File: config.mk
export PLATFORM = sky130hd
export DESIGN_NAME = a8_bus_capture
export DESIGN_NICKNAME = d
export VERILOG_FILES = /design/src/rtl/pixl_pkg.sv /design/src/rtl/a8_evt_fifo.sv /design/src/rtl/a8_bus_capture.sv
export SDC_FILE = /design/constraint.sdc
export NUM_CORES = 1
export LEC_CHECK = 0
export CORE_UTILIZATION = 50
export CTS_BUF_LIST = sky130_fd_sc_hd__clkbuf_4 sky130_fd_sc_hd__clkbuf_8
export DETAILED_ROUTE_END_ITERATION = 8
export PLACE_DENSITY = 0.72
export RECOVER_POWER = 25
export SETUP_SLACK_MARGIN = 0.05
export SYNTH_ARGS = -nofsm -noshare
export SYNTH_HDL_FRONTEND = slang
export SYNTH_HIERARCHICAL = 1
export SYNTH_SLANG_ARGS = --single-unit
export TNS_END_PERCENT = 1
File: constraint.sdc
create_clock -name clk200 -period 2.8 [get_ports clk200]
set_clock_uncertainty 0.1 [all_clocks]
set_input_delay 0.42 -clock clk200 [delete_from_list [all_inputs] [get_ports clk200]]
set_output_delay 0.42 -clock clk200 [all_outputs]
set_load 0.02 [all_outputs]
File: src/rtl/pixl_pkg.sv
// Shared definitions for the Atari 8-bit bus capture block: register page,
// capture FSM encoding and the event payload written into the queue.
package pixl_pkg;

    localparam logic [7:0]  BASE_PAGE = 8'hD6;
    localparam int unsigned EV_W      = 16;
    localparam int unsigned ARM_FILL  = 2;

    typedef enum logic [1:0] {
        ST_ARM   = 2'd0,
        ST_IDLE  = 2'd1,
        ST_COUNT = 2'd2,
        ST_HOLD  = 2'd3
    } cap_state_e;

    typedef struct packed {
        logic [7:0] addr;
        logic [7:0] data;
    } ev_t;

    function automatic logic is_page_write(input logic [15:0] addr, input logic rw_n,
                                           input logic [7:0] page);
        return (addr[15:8] == page) && !rw_n;
    endfunction

endpackage

File: src/rtl/a8_evt_fifo.sv
// Synchronous event queue with valid/ready pop side; head entry is registered
// so ev_addr/ev_data come straight from flops.
module a8_evt_fifo
    import pixl_pkg::*;
#(
    parameter int unsigned DEPTH = 4
) (
    input  logic clk,
    input  logic rst_n,
    input  logic push_valid,
    input  ev_t  push_data,
    input  logic pop_ready,
    output logic pop_valid,
    output ev_t  pop_data,
    output logic full_c
);

    localparam int unsigned AW = $clog2(DEPTH);
    localparam int unsigned PW = AW + 1;

    logic [PW-1:0] wr_q, wr_d;
    logic [PW-1:0] rd_q, rd_d;
    logic          valid_q, valid_d;
    ev_t           head_q, head_d;
    ev_t           mem_q [DEPTH];
    logic          pop_c;
    logic          push_c;

    // A push into a full queue is still accepted when the head leaves in the same cycle.
    always_comb begin
        full_c  = (wr_q ^ rd_q) == PW'(DEPTH);
        pop_c   = valid_q & pop_ready;
        push_c  = push_valid & (~full_c | pop_c);
        wr_d    = wr_q + PW'(push_c);
        rd_d    = rd_q + PW'(pop_c);
        valid_d = (wr_d != rd_d);
        head_d  = head_q;
        if (wr_q == rd_d) begin
            if (push_c) begin
                head_d = push_data;
            end
        end else begin
            head_d = mem_q[rd_d[AW-1:0]];
        end
    end

    always_ff @(posedge clk or negedge rst_n) begin
        if (!rst_n) begin
            wr_q    <= '0;
            rd_q    <= '0;
            valid_q <= 1'b0;
            head_q  <= '0;
        end else begin
            wr_q    <= wr_d;
            rd_q    <= rd_d;
            valid_q <= valid_d;
            head_q  <= head_d;
        end
    end

    always_ff @(posedge clk) begin
        if (push_c) begin
            mem_q[wr_q[AW-1:0]] <= push_data;
        end
    end

    assign pop_valid = valid_q;
    assign pop_data  = head_q;

endmodule

File: src/rtl/a8_bus_capture.sv
// Samples Atari phi2 bus cycles in the clk200 domain and queues writes to the
// pixl register page as {offset, data} events.
module a8_bus_capture
    import pixl_pkg::*;
#(
    parameter int unsigned SAMPLE_DLY = 48,
    parameter logic [7:0]  BASE_PAGE  = pixl_pkg::BASE_PAGE,
    parameter int unsigned FIFO_DEPTH = 4
) (
    input  logic        clk200,
    input  logic        a8_rst_n,
    input  logic        a8_clk,
    input  logic [15:0] a8_addr,
    input  logic [7:0]  a8_data,
    input  logic        a8_rw_n,
    output logic        ev_valid,
    input  logic        ev_ready,
    output logic [7:0]  ev_addr,
    output logic [7:0]  ev_data,
    output logic        ovf,
    output logic        short_err,
    input  logic        clr_err
);

    localparam int unsigned CNT_RAW = $clog2(SAMPLE_DLY + 1);
    localparam int unsigned CNT_W   = (CNT_RAW > 2) ? CNT_RAW : 2;
    localparam logic [CNT_W-1:0] SAMPLE_LAST = CNT_W'(SAMPLE_DLY - 1);

    logic             rst_meta_q, rst_sync_q;
    logic             rst_n;
    cap_state_e       state_q, state_d;
    logic [CNT_W-1:0] cnt_q, cnt_d;
    logic [2:0]       phi_q, phi_d;
    ev_t              cap_q, cap_d;
    logic             push_q, push_d;
    logic             ovf_q, ovf_d;
    logic             short_q, short_d;
    logic             rise_c, fall_c;
    logic             short_set_c;
    logic             drop_c;
    logic             full_c;
    ev_t              head_c;

    // Reset asserts immediately, releases two clk200 edges later.
    always_ff @(posedge clk200 or negedge a8_rst_n) begin
        if (!a8_rst_n) begin
            rst_meta_q <= 1'b0;
            rst_sync_q <= 1'b0;
        end else begin
            rst_meta_q <= 1'b1;
            rst_sync_q <= rst_meta_q;
        end
    end
    assign rst_n = rst_sync_q;

    // ARM waits for the synchroniser to fill before trusting phi_q[1].
    always_comb begin
        phi_d       = {phi_q[1:0], a8_clk};
        rise_c      = phi_q[1] & ~phi_q[2];
        fall_c      = ~phi_q[1] & phi_q[2];
        state_d     = state_q;
        cnt_d       = cnt_q;
        cap_d       = cap_q;
        push_d      = 1'b0;
        short_set_c = 1'b0;
        case (state_q)
            ST_ARM: begin
                if (cnt_q < CNT_W'(ARM_FILL)) begin
                    cnt_d = cnt_q + CNT_W'(1);
                end else if (!phi_q[1]) begin
                    state_d = ST_IDLE;
                end
            end
            ST_IDLE: begin
                if (rise_c) begin
                    state_d = ST_COUNT;
                    cnt_d   = '0;
                end
            end
            ST_COUNT: begin
                if (fall_c) begin
                    short_set_c = 1'b1;
                    state_d     = ST_IDLE;
                end else if (cnt_q == SAMPLE_LAST) begin
                    state_d    = ST_HOLD;
                    cap_d.addr = a8_addr[7:0];
                    cap_d.data = a8_data;
                    push_d     = is_page_write(a8_addr, a8_rw_n, BASE_PAGE);
                end else begin
                    cnt_d = cnt_q + CNT_W'(1);
                end
            end
            ST_HOLD: begin
                if (fall_c) begin
                    state_d = ST_IDLE;
                end
            end
            default: state_d = ST_ARM;
        endcase

        drop_c  = push_q & full_c & ~(ev_valid & ev_ready);
        ovf_d   = (ovf_q & ~clr_err) | drop_c;
        short_d = (short_q & ~clr_err) | short_set_c;
    end

    always_ff @(posedge clk200 or negedge rst_n) begin
        if (!rst_n) begin
            state_q <= ST_ARM;
            cnt_q   <= '0;
            phi_q   <= '0;
            cap_q   <= '0;
            push_q  <= 1'b0;
            ovf_q   <= 1'b0;
            short_q <= 1'b0;
        end else begin
            state_q <= state_d;
            cnt_q   <= cnt_d;
            phi_q   <= phi_d;
            cap_q   <= cap_d;
            push_q  <= push_d;
            ovf_q   <= ovf_d;
            short_q <= short_d;
        end
    end

    a8_evt_fifo #(
        .DEPTH (FIFO_DEPTH)
    ) u_fifo (
        .clk        (clk200),
        .rst_n      (rst_n),
        .push_valid (push_q),
        .push_data  (cap_q),
        .pop_ready  (ev_ready),
        .pop_valid  (ev_valid),
        .pop_data   (head_c),
        .full_c     (full_c)
    );

    assign ev_addr   = head_c.addr;
    assign ev_data   = head_c.data;
    assign ovf       = ovf_q;
    assign short_err = short_q;

endmodule

* Word level (Yosys, flattened, before mapping)
Memories as Yosys holds them, arrays and structs flattened.
Cells that the tools add are included.
** Storage, ports and cells
- Register bits :: 55
- Bits in writable memories :: 64
- Memories kept :: 1
** Memory list
- u_fifo.mem_q :: words 4, bits a word 16, rd ports 1, clocked after memory_dff 0, wr ports 1, RTL line a8_evt_fifo.sv:25 : ev_t mem_q [DEPTH];
** Cells by class
- Add/subtract/negate cells :: 3
- Magnitude comparators :: 1
- Equal/unequal tests :: 17
- Muxes and demuxes :: 21
- Bitwise operators :: 18
- Reduce and logical (&&, ||, !) cells :: 7
** Operators by type and width (count)
- two-way mux 16 bit :: 2
- two-way mux 6 bit :: 4
- one-hot mux 6 bit (3 select lines) :: 1
- inequality test 2 bit (second input constant) :: 7
- two-way mux 2 bit :: 6
- AND reduction 5 bit :: 2
- AND 1 bit :: 8
- == test 8 bit (second input constant) :: 1
- one-hot mux 2 bit (4 select lines) :: 1
- two-way mux 1 bit :: 7
- adder 3 x 1 -> 3 bit :: 2
- adder 6 x 1 -> 6 bit (second input constant) :: 1
- == test 6 bit (second input constant) :: 1
- < comparator 6 x 2 -> 1 bit (second input constant) :: 1
- NOT 1 bit :: 6
- == test 2 bit (second input constant) :: 2
- == test 3 bit :: 1
- == test 3 bit (second input constant) :: 1
- inequality test 3 bit :: 1
- inequality test 3 bit (second input constant) :: 1
- bitwise OR 1 bit :: 3
- AND reduction 3 bit :: 1
- nonzero test 3 bit :: 1
- XOR 3 bit :: 1
- other kinds (5) :: 5

* Logic depth before layout (Yosys ltp)
Gate-level depths: netlist of run 1.
- Depth after elaboration :: 7
- Gate-level depth with buffers :: 10
- Depth with buffers taken out :: 8

* Cells and area by module
Netlist of run 1, hierarchy kept.
** By module, submodules not included
- a8_evt_fifo :: times used 1, cells each 188, area each 3472.1 um^2
- a8_bus_capture :: times used 1, cells each 110, area each 1490.2 um^2

* Worst setup path after synthesis of run 1
Ideal clock, no wire load.
- Kind :: reg2reg
- From :: reg u_fifo.wr_q[0]
- To :: mem u_fifo/mem_q[2][0] in the netlist's numbering (enable)
- Arrival time :: 2.198 ns
- Data required time :: 2.287 ns
- Path slack :: 0.090 ns
- Cell stages (with the launch flop) :: 5
- Path buffers :: 1
- Cells stage by stage :: dfrtp_1 xor2_1 o41ai_2 buf_4 nor3b_1
** On the way
- Word-level cells in the longest chain between the ends :: 7
** RTL lines
- from (decl) :: RTL line a8_evt_fifo.sv:21 : logic [PW-1:0] wr_q, wr_d;
- from (signal assigned) :: RTL line a8_evt_fifo.sv:54 : wr_q <= wr_d;
- XOR 3 bit :: RTL line a8_evt_fifo.sv:31 : full_c = (wr_q ^ rd_q) == PW'(DEPTH);
- == test 3 bit :: RTL line a8_evt_fifo.sv:31
- NOT 1 bit :: RTL line a8_evt_fifo.sv:33 : push_c = push_valid & (~full_c | pop_c);
- bitwise OR 1 bit :: RTL line a8_evt_fifo.sv:33
- AND 1 bit :: RTL line a8_evt_fifo.sv:33
- two-way mux 1 bit :: RTL line a8_evt_fifo.sv:62 : if (push_c) begin
- two-way mux 1 bit (not written as such) :: RTL line a8_evt_fifo.sv:63 : mem_q[wr_q[AW-1:0]] <= push_data;
- to (decl) :: RTL line a8_evt_fifo.sv:25
Several ways; a longest one is shown, not always the timed one.

* Final worst setup path of run 1
- From :: reg u_fifo.wr_q[0]
- To :: reg u_fifo.valid_q (netlist: u_fifo/pop_valid)
** On the way
- Word-level cells in the longest chain between the ends :: 7
** RTL lines
- XOR 3 bit :: RTL line a8_evt_fifo.sv:31
- == test 3 bit :: RTL line a8_evt_fifo.sv:31
- NOT 1 bit :: RTL line a8_evt_fifo.sv:33
- bitwise OR 1 bit :: RTL line a8_evt_fifo.sv:33
- AND 1 bit :: RTL line a8_evt_fifo.sv:33
- adder 3 x 1 -> 3 bit * :: RTL line a8_evt_fifo.sv:34 : wr_d = wr_q + PW'(push_c);
- via u_fifo.wr_d[2] :: RTL line a8_evt_fifo.sv:21
- inequality test 3 bit * :: RTL line a8_evt_fifo.sv:36 : valid_d = (wr_d != rd_d);
- via u_fifo.valid_d :: RTL line a8_evt_fifo.sv:23 : logic valid_q, valid_d;
- to (signal assigned) :: RTL line a8_evt_fifo.sv:56 : valid_q <= valid_d;
- to (decl) :: RTL line a8_evt_fifo.sv:23
Mark *: on every way through the listed nets, which the timed path passes. The rest lies on a longest branch.
A chain may end at the register's enable or synchronous reset.

==> results of run 1 <==
## how the worst max path moves through the flow
| stage | from | end | slack [ns] | cells after the start |
|---|---|---|---|---|
| 2_1_floorplan | u_fifo/wr_q[0]$_DFF_PN0_ | u_fifo/mem_q[2][0]$_DFFE_PP_ | 0.09 | 4 |
| 3_3_place_gp | ev_ready | u_fifo/pop_valid$_DFF_PN0_ | 0.09 | 9 |
| 3_5_place_dp | ev_ready | u_fifo/pop_valid$_DFF_PN0_ | -0.003 | 9 |
| 4_1_cts | u_fifo/wr_q[0]$_DFF_PN0_ | u_fifo/pop_valid$_DFF_PN0_ | 0.34 | 8 |
| 5_1_grt | u_fifo/wr_q[0]$_DFF_PN0_ | u_fifo/pop_valid$_DFF_PN0_ | 0.21 | 8 |
| 6_report | u_fifo/wr_q[0]$_DFF_PN0_ | u_fifo/pop_valid$_DFF_PN0_ | 0.35 | 8 |
## state kept, by name, indices dropped and copies added (netlist names)
register,count
u_fifo/rd_q,3
cap_q,16
u_fifo/pop_valid,1
u_fifo/mem_q,64
u_fifo/pop_data,16
u_fifo/wr_q,3
ovf,1
short_err,1
phi_q,3
cnt_q,6
rst_meta_q,1
state_q,2
push_q,1
rst_n,1
## cell families after synthesis
kind of cell | Yosys count | synth area share
buffers and inverters | 21 | 0.02572
muxes | 52 | 0.1566
xor gates and xnor gates | 11 | 0.02093
other | 1 | 0.0007557
AOI/OAI and AO/OA | 49 | 0.06127
DFF | 119 | 0.6646
adders and majority gates | 9 | 0.02269
and+or+nand+nor | 36 | 0.04741
## metal layers
metal	wire, um	share of wire
met3	297	0.032
met4	185	0.020
met1	3965	0.43
met5	0	0
met2	4872	0.52
## synth_stat cells, drive strengths merged
| cell | number | area (um2) |
|---|---|---|
| nand2b | 1 | 8.760 |
| nand3b | 1 | 7.510 |
| nand2 | 3 | 11.26 |
| ha | 9 | 112.6 |
| nor2 | 4 | 15.01 |
| edfxtp | 64 | 1922 |
| a211o | 1 | 8.760 |
| a211oi | 1 | 7.510 |
| nor3 | 4 | 20.02 |
| or4 | 3 | 30.03 |
| and4b | 1 | 10.01 |
| o21ai | 3 | 18.77 |
| dfrtp | 55 | 1376 |
| a32o | 1 | 10.01 |
| mux2i | 18 | 180.2 |
| conb | 1 | 3.750 |
| nand3 | 3 | 20.02 |
| nor3b | 3 | 22.52 |
| xnor2 | 3 | 33.79 |
| o221ai | 1 | 8.760 |
| mux4 | 16 | 360.4 |
| inv | 8 | 30.03 |
| or2b | 1 | 7.510 |
| a21bo | 1 | 10.01 |
| and3b | 1 | 8.760 |
| clkbuf | 3 | 12.51 |
| mux2 | 18 | 236.5 |
| or3 | 2 | 12.51 |
| o41ai | 1 | 16.27 |
| o22a | 1 | 8.760 |
| xor2 | 8 | 70.07 |
| a21oi | 33 | 165.2 |
| o311ai | 1 | 8.760 |
| and2 | 2 | 12.52 |
| o21ba | 1 | 10.01 |
| nand4b | 2 | 17.52 |
| buf | 10 | 85.08 |
| a21o | 2 | 15.01 |
| a2bb2oi | 1 | 8.760 |
| and3 | 4 | 25.02 |
| o211ai | 1 | 7.510 |
| nor2b | 1 | 6.260 |
## area by class of cell
type,instances,area [um2]
Fill cell,682,3339
Sequential cell,119,3299
Multi-Input combinational cell,158,1563
Timing Repair Buffer,65,633.1
Clock buffer,20,269.0
Tap cell,129,161.4
Clock inverter,12,120.1
Inverter,8,30.03
## power by group
group          switching (uW)  internal, uW  total, uW  leakage, uW
sequential                169          2080       2240      0.00123
combinational            1120          1110       2230      0.00106
clock                     715           771       1490     0.000194
total                    2000          3960       5960      0.00249
## through the flow
stage	instance area (um2)	TNS (ns)
3_3_place_gp	5687	0
5_1_grt	6076	0
3_5_place_dp	5687	-0.002831
4_1_cts	6076	0
2_1_floorplan	4962	0
6_report	6076	0
## critical path: stages, from the launching register on
cell     delay (ns)
dfrtp_1        0.48
xor2_1         0.22
o41ai_4        0.36
inv_1          0.10
ha_1           0.19
ha_1           0.20
xor2_1         0.22
xnor2_1        0.09
or3_1          0.38
==> impl_metrics.tcl, run 1 <==
set metrics [dict create \
    status "complete, no violations" \
    period_minus_slack_ns 2.452 \
    syn_avg_cell_area_um2 16.65 \
    io_buffers 48 \
    rr_startpoint "u_fifo/wr_q[0]$_DFF_PN0_" \
    nNetsFinal 408 \
    top_usage_layer "met2" \
    synth-seq-cells 119 \
    grt_start_max_net_pins 54 \
    ant_nets 0 \
    finalMaxSlewViolations 0 \
    hold_violations 0 \
    cts.sinks 119 \
    dieArea_mm2 0.01033 \
    r2r_slack_ns 0.35 \
    grt_util_met3 0.05038 \
    syn_inst 298 \
    worstSkewPairLatency_ns 0.42 \
    rows 35 \
    die_w_um 101.6 \
    dp_slack_ns -0.002831 \
    dp_hpwl_um 6084 \
    syn-cell-area_mm2 0.004962 \
    end_kind "flip-flop" \
    ir_drop_v 0.0005610 \
    post_cts_resize_count 0 \
    htree_levels 4 \
    wire_per_inst_um 18.24 \
    pwr_density_cell_mw_per_mm2 981.1 \
    startpoint_type "flip-flop" \
    grt_pass1_wl_um 15120 \
    drive_gt1_frac 0.2513 \
    area_growth_pct 22.44 \
    ioPinCount 49 \
    drtIter0Drc 106 \
    final_common_cell "edfxtp_1" \
    met1_usage 0.2406 \
    start_util 0.5270 \
    dr_total_vias 2777 \
    final_core_util 0.6453 \
    hold_path_class "primary input to async pin" \
    synth.net_count 337 \
    grt_pass1_vias 3045 \
    dr.pass1.iters 4 \
    vias_per_cell 5.434 \
    die_h_um 101.6 \
    whs_ns 0.1169 \
    setup_viol 0 \
    rsz0062_at_grt "false" \
    gp_congestion 0.7547 \
    r2r_end "u_fifo/pop_valid$_DFF_PN0_" \
    period_share 0.8757 \
    rr_worst_depth 8 \
    cts_hold_buf 0 \
    power_uw 5961 \
    core_mm2 0.009415 \
    dp.cells 479 \
    wirelength_um 9320 \
    fin_cells 511 \
    leakagePower_uw 0.002489 \
    ys_seq_area_frac 0.6646 \
    grt_overflow 0 \
    fin_ws_ns 0.3480 \
    critPathMaxFanout 7 \
    cts_setup_buffers 0 \
    cts-root-buf "clkbuf_8" \
    worst_slew_pin_slew_ns 0.9118 \
    grt_antenna_before_repair 0 \
    cts_buffers 17 \
    synth.distinct_cells 52 \
    cts_tree "built" \
    arrival_ns 2.65 \
    diodes 0 \
    drv_cap 0 \
    clk_pin_slew_worst_paths_ns 0.08 \
    relSlewSlack 0.3921 \
    drc 0 \
    grtUsageTotal 0.2035 \
    grtUsageMet2 0.3540 \
    required_ns 2.99 \
    yosys_warnings 6 \
    mostFrequentLayoutCells "edfxtp_1, dfrtp_1, clkdlybuf4s50_1" \
    max_freq_mhz 407.8 \
    cts_buffer_depth 2 \
    path_class "flip-flop to flip-flop" \
]
(Power assumes the default switching activity.)
==> inputs of run 2 (changes only) <==
Settings changed: ABC_CLOCK_PERIOD_IN_PS from default to 2800, CELL_PAD_IN_SITES_DETAIL_PLACEMENT from default to 1, CELL_PAD_IN_SITES_GLOBAL_PLACEMENT from default to 1, CORE_MARGIN from default to 3, PLACE_DENSITY 0.72 to 0.83.
==> run 2 against run 1 <==
The run now ends with capacitance limit, slew limit left. Register-to-register slack about the same. Total power grew 4.9%. Final cell count down 0.39%.
==> impl_metrics.tcl, run 2 (synthesis gave the netlist of run 1 again) <==
set metrics [dict create \
    status "complete, but fails checks" \
    violations "capacitance limit, slew limit" \
    setup_viol 0 \
    required_ns 3.01 \
    period_share 0.8714 \
    cts.sinks 119 \
    seq_power_share 0.360 \
    final_area_mm2 0.006101 \
    die_w_um 105.6 \
    drc 0 \
    die_h_um 105.6 \
    worst_slew_pin_slew_ns 1.722 \
    cp-startpoint "u_fifo/wr_q[0]$_DFF_PN0_" \
    grt_pass1_vias 3203 \
    io_buffers 48 \
    htree_levels 4 \
    grtUsageTotal 0.2122 \
    post_cts_resize_count 0 \
    setup_tns_ns 0 \
    max_freq_mhz 409.9 \
    largest_reg_flops 64 \
    power.internal_uw 4152 \
    finalMaxSlewViolations 31 \
    rows 35 \
    worstSetupEndpoint "u_fifo/pop_valid$_DFF_PN0_" \
    rr_worst_depth 8 \
    r2r_slack_ns 0.36 \
    p_sw_uw 2100 \
    whs_ns 0.1072 \
    final_core_util 0.6450 \
    r2r_end "u_fifo/pop_valid$_DFF_PN0_" \
    wire_per_inst_um 21.35 \
    end_kind "flip-flop" \
    drv_cap 1 \
    p_comb_frac 0.361 \
    grt_antenna_before_repair 0 \
    dp_slack_ns 0.001757 \
    leakagePower_uw 0.002497 \
    startpoint_type "flip-flop" \
    diodes 0 \
    vias_per_cell 5.658 \
    period_minus_slack_ns 2.440 \
    start_util 0.5246 \
    path_class "flip-flop to flip-flop" \
    worstSkewPairLatency_ns 0.43 \
    cts_tree "built" \
    drtIter0Drc 178 \
    cts_hold_buf 0 \
    fin_ws_ns 0.3602 \
    arrival_ns 2.65 \
    ant_nets 0 \
    mostFrequentLayoutCells "edfxtp_1, dfrtp_1, clkdlybuf4s50_1" \
    clk_pin_slew_worst_paths_ns 0.08 \
    relSlewSlack -0.1483 \
    ir_drop_v 0.0004552 \
    cts-root-buf "clkbuf_8" \
    pwr_density_cell_mw_per_mm2 1025 \
    cts_setup_buffers 0 \
    final_common_cell "edfxtp_1" \
    swShare 0.3359 \
    grt_pass1_wl_um 17600 \
    drive_gt1_frac 0.2421 \
    dp_hpwl_um 7275 \
    rsz0062_at_grt "false" \
    grt_start_max_net_pins 31 \
    critPathMaxFanout 7 \
    fillers 870 \
    rr_startpoint "u_fifo/wr_q[0]$_DFF_PN0_" \
    wirelength_um 10870 \
    hold_violations 0 \
    p_clk_frac 0.279 \
    grt_overflow 0 \
    dr.pass1.iters 4 \
    ioPinCount 49 \
    core_mm2 0.009459 \
    dieArea_mm2 0.01116 \
    cts_buffer_depth 2 \
    nNetsFinal 406 \
    gp_congestion 0.7510 \
    dr_total_vias 2880 \
    cts_buffers 17 \
    area_growth_pct 22.95 \
    hold_path_class "primary input to async pin" \
    placed_area_mm2 0.005659 \
]
## run 2: per-stage QoR
stage	cells	power, uW
3_5_place_dp	477	4543
6_report	509	6252
5_1_grt	509	6599
4_1_cts	509	6315
3_3_place_gp	477	4415
2_1_floorplan	298	3738
## run 2: layout make-up
cell class              count  area, um2  share of cell area
inverters                   8      30.03            0.004922
multi-input cells         158       1563              0.2562
well taps                 129      161.4             0.02646
repair buffers             63      598.1             0.09803
flip-flops and latches    119       3299              0.5408
clock buffers              17      234.0             0.03835
clock inverters            15      215.2             0.03527
## run 2: critical path: stages (launching register included)
cell,delay (ns)
dfrtp_1,0.48
xor2_1,0.22
o41ai_4,0.37
inv_1,0.11
ha_1,0.20
ha_1,0.19
xor2_1,0.16
xnor2_1,0.13
or3_1,0.36
## run 2: worst min path at each step
| stage | from | endpoint | slack [ns] |
|---|---|---|---|
| CTS | a8_rst_n | rst_meta_q$_DFF_PN0_ | 0.02 |
| global placement | rst_n$_DFF_PN0_ | short_err$_DFF_PN0_ | 0.17 |
| floorplan | a8_rst_n | rst_meta_q$_DFF_PN0_ | 0.02 |
| finish | a8_rst_n | rst_meta_q$_DFF_PN0_ | 0.11 |
| detailed placement | rst_n$_DFF_PN0_ | ovf$_DFF_PN0_ | 0.19 |
| global route | a8_rst_n | rst_meta_q$_DFF_PN0_ | 0.08 |
## run 2: power groups by stage
stage / Combinational [uW] / Sequential [uW] / Clock (uW)
floorplan: 1330 / 2400 / 0
global placement: 2140 / 2270 / 0
detailed placement: 2250 / 2290 / 0
CTS: 2290 / 2260 / 1770
global route: 2450 / 2290 / 1860
finish: 2260 / 2250 / 1740
## run 2: routing by layer
metal | part of all wire | wire [um] | global-route usage
met3 | 0.035 | 385 | 0.04960
met5 | 0 | 0 | 0
met1 | 0.40 | 4340 | 0.2514
met4 | 0.013 | 145 | 0.06753
met2 | 0.55 | 5995 | 0.3821
